$ cat config.mk
export PLATFORM = sky130hd
export DESIGN_NAME = mem_access_stage
export DESIGN_NICKNAME = d
export VERILOG_FILES = /design/src/rtl/mem_access_stage.sv
export SDC_FILE = /design/constraint.sdc
export NUM_CORES = 1
export LEC_CHECK = 0
export ABC_AREA = 1
export BUFFER_PORTS_ARGS = -buffer_cell sky130_fd_sc_hd__buf_2
export CAP_MARGIN = 5
export CORE_MARGIN = 2
export CORE_UTILIZATION = 42
export CTS_CLUSTER_SIZE = 24
export DETAILED_ROUTE_END_ITERATION = 8
export HOLD_SLACK_MARGIN = 0.12
export PLACE_DENSITY = 0.8
export RECOVER_POWER = 50
export SYNTH_ARGS = -nofsm -noshare
export SYNTH_HDL_FRONTEND = slang
export SYNTH_SLANG_ARGS = --single-unit
$ cat constraint.sdc
create_clock -name clk -period 2.5 [get_ports clk]
set_input_delay 0.5 -clock clk [delete_from_list [all_inputs] [get_ports clk]]
set_output_delay 0.5 -clock clk [all_outputs]
set_load 0.02 [all_outputs]
$ cat src/rtl/mem_access_stage.sv
// MEM stage: registers EX results, drives the req/ack data port,
// aligns store lanes and extends load data for writeback.
module mem_access_stage #(
  parameter int ADDR_W = 32,
  parameter int DATA_W = 32
) (
  input  logic              clk,
  input  logic              rstn,
  input  logic              stall_in,
  input  logic              flush_in,
  input  logic [DATA_W-1:0] alu_result_in,
  input  logic [ADDR_W-1:0] mem_addr_in,
  input  logic [DATA_W-1:0] store_data_in,
  input  logic              mem_read_in,
  input  logic              mem_write_in,
  input  logic              mem_to_reg_in,
  input  logic              reg_write_in,
  input  logic [4:0]        write_reg_in,
  input  logic [31:0]       inst_in,
  input  logic [DATA_W-1:0] hi_in,
  input  logic [DATA_W-1:0] lo_in,
  input  logic              whilo_in,
  output logic              data_req,
  output logic              data_wr,
  output logic [3:0]        data_wstrb,
  output logic [ADDR_W-1:0] data_addr,
  output logic [DATA_W-1:0] data_wdata,
  input  logic              data_ack,
  input  logic [DATA_W-1:0] data_rdata,
  output logic [DATA_W-1:0] wb_data,
  output logic [4:0]        wb_reg,
  output logic              wb_reg_write,
  output logic [DATA_W-1:0] hi_out,
  output logic [DATA_W-1:0] lo_out,
  output logic              whilo_out,
  output logic [31:0]       inst_out,
  output logic              addr_err,
  output logic              stall_req
);

  localparam logic [5:0] OP_LB  = 6'b100000;
  localparam logic [5:0] OP_LH  = 6'b100001;
  localparam logic [5:0] OP_LW  = 6'b100011;
  localparam logic [5:0] OP_LBU = 6'b100100;
  localparam logic [5:0] OP_LHU = 6'b100101;
  localparam logic [5:0] OP_SB  = 6'b101000;
  localparam logic [5:0] OP_SH  = 6'b101001;
  localparam logic [5:0] OP_SW  = 6'b101011;

  typedef struct packed {
    logic [DATA_W-1:0] alu;
    logic [ADDR_W-1:0] addr;
    logic [DATA_W-1:0] sdata;
    logic              rd;
    logic              wr;
    logic              m2r;
    logic              rw;
    logic [4:0]        wreg;
    logic [31:0]       inst;
    logic [DATA_W-1:0] hi;
    logic [DATA_W-1:0] lo;
    logic              whilo;
  } ex_mem_t;

  typedef enum logic [1:0] {
    S_IDLE,
    S_WAIT,
    S_DONE
  } state_t;

  ex_mem_t           r;
  ex_mem_t           r_in;
  state_t            state;
  state_t            nxt;
  logic [DATA_W-1:0] lbuf;
  logic              cap;
  logic              advance;
  logic              mem_op;
  logic              go;
  logic              sz_b;
  logic              sz_h;
  logic              chk_w;
  logic              ld_sgn;
  logic [1:0]        a;
  logic [7:0]        ld_b;
  logic [15:0]       ld_h;
  logic [DATA_W-1:0] load_ext;

  always_comb begin
    r_in.alu   = alu_result_in;
    r_in.addr  = mem_addr_in;
    r_in.sdata = store_data_in;
    r_in.rd    = mem_read_in;
    r_in.wr    = mem_write_in;
    r_in.m2r   = mem_to_reg_in;
    r_in.rw    = reg_write_in;
    r_in.wreg  = write_reg_in;
    r_in.inst  = inst_in;
    r_in.hi    = hi_in;
    r_in.lo    = lo_in;
    r_in.whilo = whilo_in;
  end

  assign advance = !stall_req && !stall_in;

  always_ff @(posedge clk or negedge rstn) begin
    if (!rstn) begin
      r <= '0;
    end else if (advance) begin
      r <= flush_in ? '0 : r_in;
    end
  end

  always_comb begin
    sz_b   = 1'b0;
    sz_h   = 1'b0;
    chk_w  = 1'b0;
    ld_sgn = 1'b0;
    case (r.inst[31:26])
      OP_LB: begin
        sz_b   = 1'b1;
        ld_sgn = 1'b1;
      end
      OP_LBU, OP_SB: sz_b = 1'b1;
      OP_LH: begin
        sz_h   = 1'b1;
        ld_sgn = 1'b1;
      end
      OP_LHU, OP_SH: sz_h = 1'b1;
      OP_LW, OP_SW:  chk_w = 1'b1;
      default: ;
    endcase
  end

  assign a        = r.addr[1:0];
  assign mem_op   = r.rd | r.wr;
  assign addr_err = mem_op && ((sz_h && a[0]) || (chk_w && a != 2'b00));
  assign go       = mem_op && !addr_err;

  always_ff @(posedge clk or negedge rstn) begin
    if (!rstn) begin
      state <= S_IDLE;
      lbuf  <= '0;
    end else begin
      state <= nxt;
      if (cap) lbuf <= data_rdata;
    end
  end

  // DONE holds until the stage advances so a stalled access is never reissued
  always_comb begin
    nxt      = state;
    data_req = 1'b0;
    cap      = 1'b0;
    case (state)
      S_IDLE: begin
        if (go) begin
          data_req = 1'b1;
          if (data_ack) begin
            cap = 1'b1;
            nxt = S_DONE;
          end else begin
            nxt = S_WAIT;
          end
        end
      end
      S_WAIT: begin
        data_req = 1'b1;
        if (data_ack) begin
          cap = 1'b1;
          nxt = S_DONE;
        end
      end
      S_DONE: begin
        if (advance) nxt = S_IDLE;
      end
      default: nxt = S_IDLE;
    endcase
  end

  assign stall_req = go && (state != S_DONE);
  assign data_wr   = r.wr;
  assign data_addr = {r.addr[ADDR_W-1:2], 2'b00};

  always_comb begin
    data_wstrb = 4'b0000;
    data_wdata = r.sdata;
    if (r.wr) begin
      if (sz_b) begin
        data_wstrb = 4'b0001 << a;
        data_wdata = {4{r.sdata[7:0]}};
      end else if (sz_h) begin
        data_wstrb = a[1] ? 4'b1100 : 4'b0011;
        data_wdata = {2{r.sdata[15:0]}};
      end else begin
        data_wstrb = 4'b1111;
      end
    end
  end

  assign ld_b = lbuf[{a, 3'b000} +: 8];
  assign ld_h = a[1] ? lbuf[31:16] : lbuf[15:0];

  always_comb begin
    load_ext = lbuf;
    if (sz_b) begin
      load_ext = {{24{ld_sgn & ld_b[7]}}, ld_b};
    end else if (sz_h) begin
      load_ext = {{16{ld_sgn & ld_h[15]}}, ld_h};
    end
  end

  assign wb_data      = r.m2r ? load_ext : r.alu;
  assign wb_reg       = r.wreg;
  assign wb_reg_write = r.rw && !addr_err;
  assign hi_out       = r.hi;
  assign lo_out       = r.lo;
  assign whilo_out    = r.whilo;
  assign inst_out     = r.inst;

endmodule

==> flow_metrics.tcl <==
set metrics [dict create \
    ioPinCount 446 \
    gr-usage-met3 0.0462 \
    syn_inst 1997 \
    rows 66 \
    use_met1 0.300 \
    ys_seq_elements 236 \
    end_kind "output port" \
    drcViolationCount 0 \
    cts_buffers 28 \
    grt_pass1_vias 12800 \
    drv_cap 0 \
    seq_area_frac_synth 0.429 \
    crit_buf_inv 3 \
    swShare 0.458 \
    drive_gt1_frac 0.289 \
    utilization 0.537 \
    grt-ovfl-total 0 \
    synth.avg_cell_area_um2 6.89 \
    worst_pin_slew_ps 1130 \
    antenna_found_initial 6 \
    p_per_area_nw_per_um2 1240 \
    p_int_mw 11.7 \
    cp_slowest_cell "dfrtp_2" \
    drt_iter0_drc 1150 \
    top_usage_layer "met2" \
    path_cells "inv_1, nand2_1, nor2_4, buf_4, a21oi_1, a21oi_2, buf_4" \
    cp_data_arrival_time_ps 2160 \
    io_buffers 443 \
    synth_cell_types 28 \
    first_pass_iters 8 \
    ant_nets 0 \
    critPathLaunchType "register" \
    hold_viol_final 0 \
    r2r_cells 10 \
    htreeDepth 1 \
    initial_core_util 0.425 \
    clock_latency_ps 550 \
    ys.warnings.count 0 \
    cts_root_buf "clkbuf_16" \
    cts_tree "done" \
    path_class "register to output port" \
    max_freq_mhz 376 \
    ff_latch_area_um2 5910 \
    hpwl_um 29000 \
    grt_pass1_wl_um 65700 \
    use_met2 0.402 \
    dr_total_vias 13700 \
    largest_register_ffs 67 \
    gp_congestion 0.975 \
    crit_family "buffers and inverters" \
    path_depth 7 \
    skew_ps 19.4 \
    routed_wirelength_um 42900 \
    seqPwrFrac 0.301 \
    multi_input_area_um2 5730 \
    core_area_um2 32400 \
    cp_common_cell "buf_4" \
    grt_max_degree 105 \
    wl_per_cell_um 15.6 \
    design.die.area_um2 34200 \
    p_leak_nw 10.4 \
    slew_viol_final 0 \
    status "complete, but fails checks" \
    clockPowerShare 0.195 \
    worstHoldPathCells 3 \
    finalWorstPathRequiredPeriod_ps 2660 \
    p_sw_mw 9.89 \
    clock_path_buffers 3 \
    nNetsFinal 2522 \
    cts.clk_slew.worst_paths_ps 60 \
    die_w_um 185 \
    violations "setup timing" \
    fin_setup_tns_ps -3760 \
    syn_area_um2 13800 \
    slew_headroom 0.247 \
    die_h_um 185 \
    area_growth_pct 26.3 \
    track_usage 0.239 \
    nFillCells 2980 \
    setup_viol 48 \
    fin_ws_ps -159 \
    hp-class "input pin to register" \
    worstPathMaxFanout 10 \
    critPathMaxStageDelay_ps 440 \
    ir_worst_vdd_mv 0.816 \
    viasPerCell 5.00 \
    regMostFlops "r" \
    finalCritPeriodShare 1.06 \
    rsz0062_at_grt "true" \
    combPwrFrac 0.504 \
    critPathRequiredTime_ps 2000 \
    cts.sinks 236 \
]
-- power by group through the flow --
stage	Sequential (mW)	Combinational, mW	Clock (mW)
6_report	6.49	10.9	4.21
4_1_cts	6.42	10.2	4.31
2_1_floorplan	6.11	7.51	0
3_3_place_gp	6.39	8.99	0
5_1_grt	6.64	11.7	4.48
3_5_place_dp	6.45	9.13	0
-- timing repair --
action | CTS | global route
resized for setup | 136 | 105
pin swaps | 22 | 28
endpoints found under the setup margin | 56 | 153
setup buffers | 21 | 9
cloned | 5 | 0
hold buffers | 2 | 0
endpoints found under the hold margin | 67 | 0
-- area by class of cell --
class / count / share of cell area
Clock inverter: 10 / 0.00734
Multi-Input combinational cell: 1247 / 0.330
Clock buffer: 40 / 0.0470
Tap cell: 442 / 0.0318
Sequential cell: 236 / 0.340
Timing Repair Buffer: 511 / 0.186
Inverter: 258 / 0.0568
Antenna cell: 3 / 0.000432
Timing Repair inverter: 1 / 0.000648
-- final timing paths --
path,start,endpoint,slack (ps)
worst max-delay path,inst_out[27],wb_data[7],-160
worst min-delay path,data_rdata[21],lbuf[21],180
worst max register to register,inst_out[30],hi_out[12],420
worst min register to register,hi_out[26],hi_out[26],460
max in group asynchronous,rstn,inst_out[6],480
min in group asynchronous,rstn,lbuf[27],720
-- placed cells by master, fill, tap and decap left out, drive strengths merged, types with 6 or more instances in the layout --
cell type,instances
nand2,626
buf,497
nor2,265
inv,258
nand3,258
dfrtp,236
clkbuf,50
o21ai,44
a21oi,37
o211ai,7
clkinv,6
-- logic make-up after synthesis --
| logic type | count (synthesis) | share of synthesized area |
|---|---|---|
| flip-flops | 236 | 0.429 |
| AO/OA/AOI/OAI | 91 | 0.0347 |
| other | 1 | 0.000272 |
| AND/OR/NAND/NOR | 1153 | 0.344 |
| buffers and inverters | 516 | 0.192 |
-- routing by layer --
layer	wire length, µm	up-vias
met5	41	-
met4	1750	6
met3	3240	141
met2	20800	706
met1	17100	6418
li1	-	6473
-- worst register-to-register path, stage by stage (launching register included) --
cell and delay (ps):
dfrtp_1 390, inv_2 100, nand2_1 90, nor2_4 140, buf_6 150, nand3_4 100
nand4_4 120, buf_4 130, buf_12 320, nand3_1 370, nand2_1 120
-- Yosys cell counts --
cell,instances,area share
nand4_1,1,0.00045
nor2_1,260,0.071
clkbuf_1,58,0.016
nand3_2,1,0.00073
buf_2,31,0.011
conb_1,1,0.00027
nor2_4,1,0.00082
nand2_2,3,0.0014
a21boi_0,1,0.00055
inv_2,4,0.0011
nand3_4,1,0.0013
buf_6,12,0.0098
dfrtp_1,236,0.43
o21ai_0,43,0.016
or2_2,3,0.0014
a21oi_1,37,0.013
o211ai_1,7,0.0038
o22ai_1,2,0.00091
clkinv_1,1,0.00027
nor2_8,1,0.0015
o21ai_1,1,0.00036
nor2_2,3,0.0014
buf_1,2,0.00055
buf_4,155,0.085
nand2_1,623,0.17
nand3_1,255,0.093
inv_1,253,0.069
nand4_4,1,0.0015
-- stage by stage --
| stage | cells | setup slack (ps) | total power, mW | hold slack, ps | area, µm² |
|---|---|---|---|---|---|
| CTS | 2737 | -123 | 20.9 | 159 | 17100 |
| global placement | 2659 | 213 | 15.4 | 450 | 15300 |
| global route | 2748 | -243 | 22.9 | 179 | 17400 |
| finish | 2748 | -159 | 21.6 | 185 | 17400 |
| floorplan | 1998 | 335 | 13.6 | 204 | 13800 |
| detailed placement | 2659 | 181 | 15.6 | 453 | 15300 |
Note: power is estimated with default switching activity, not from simulation.
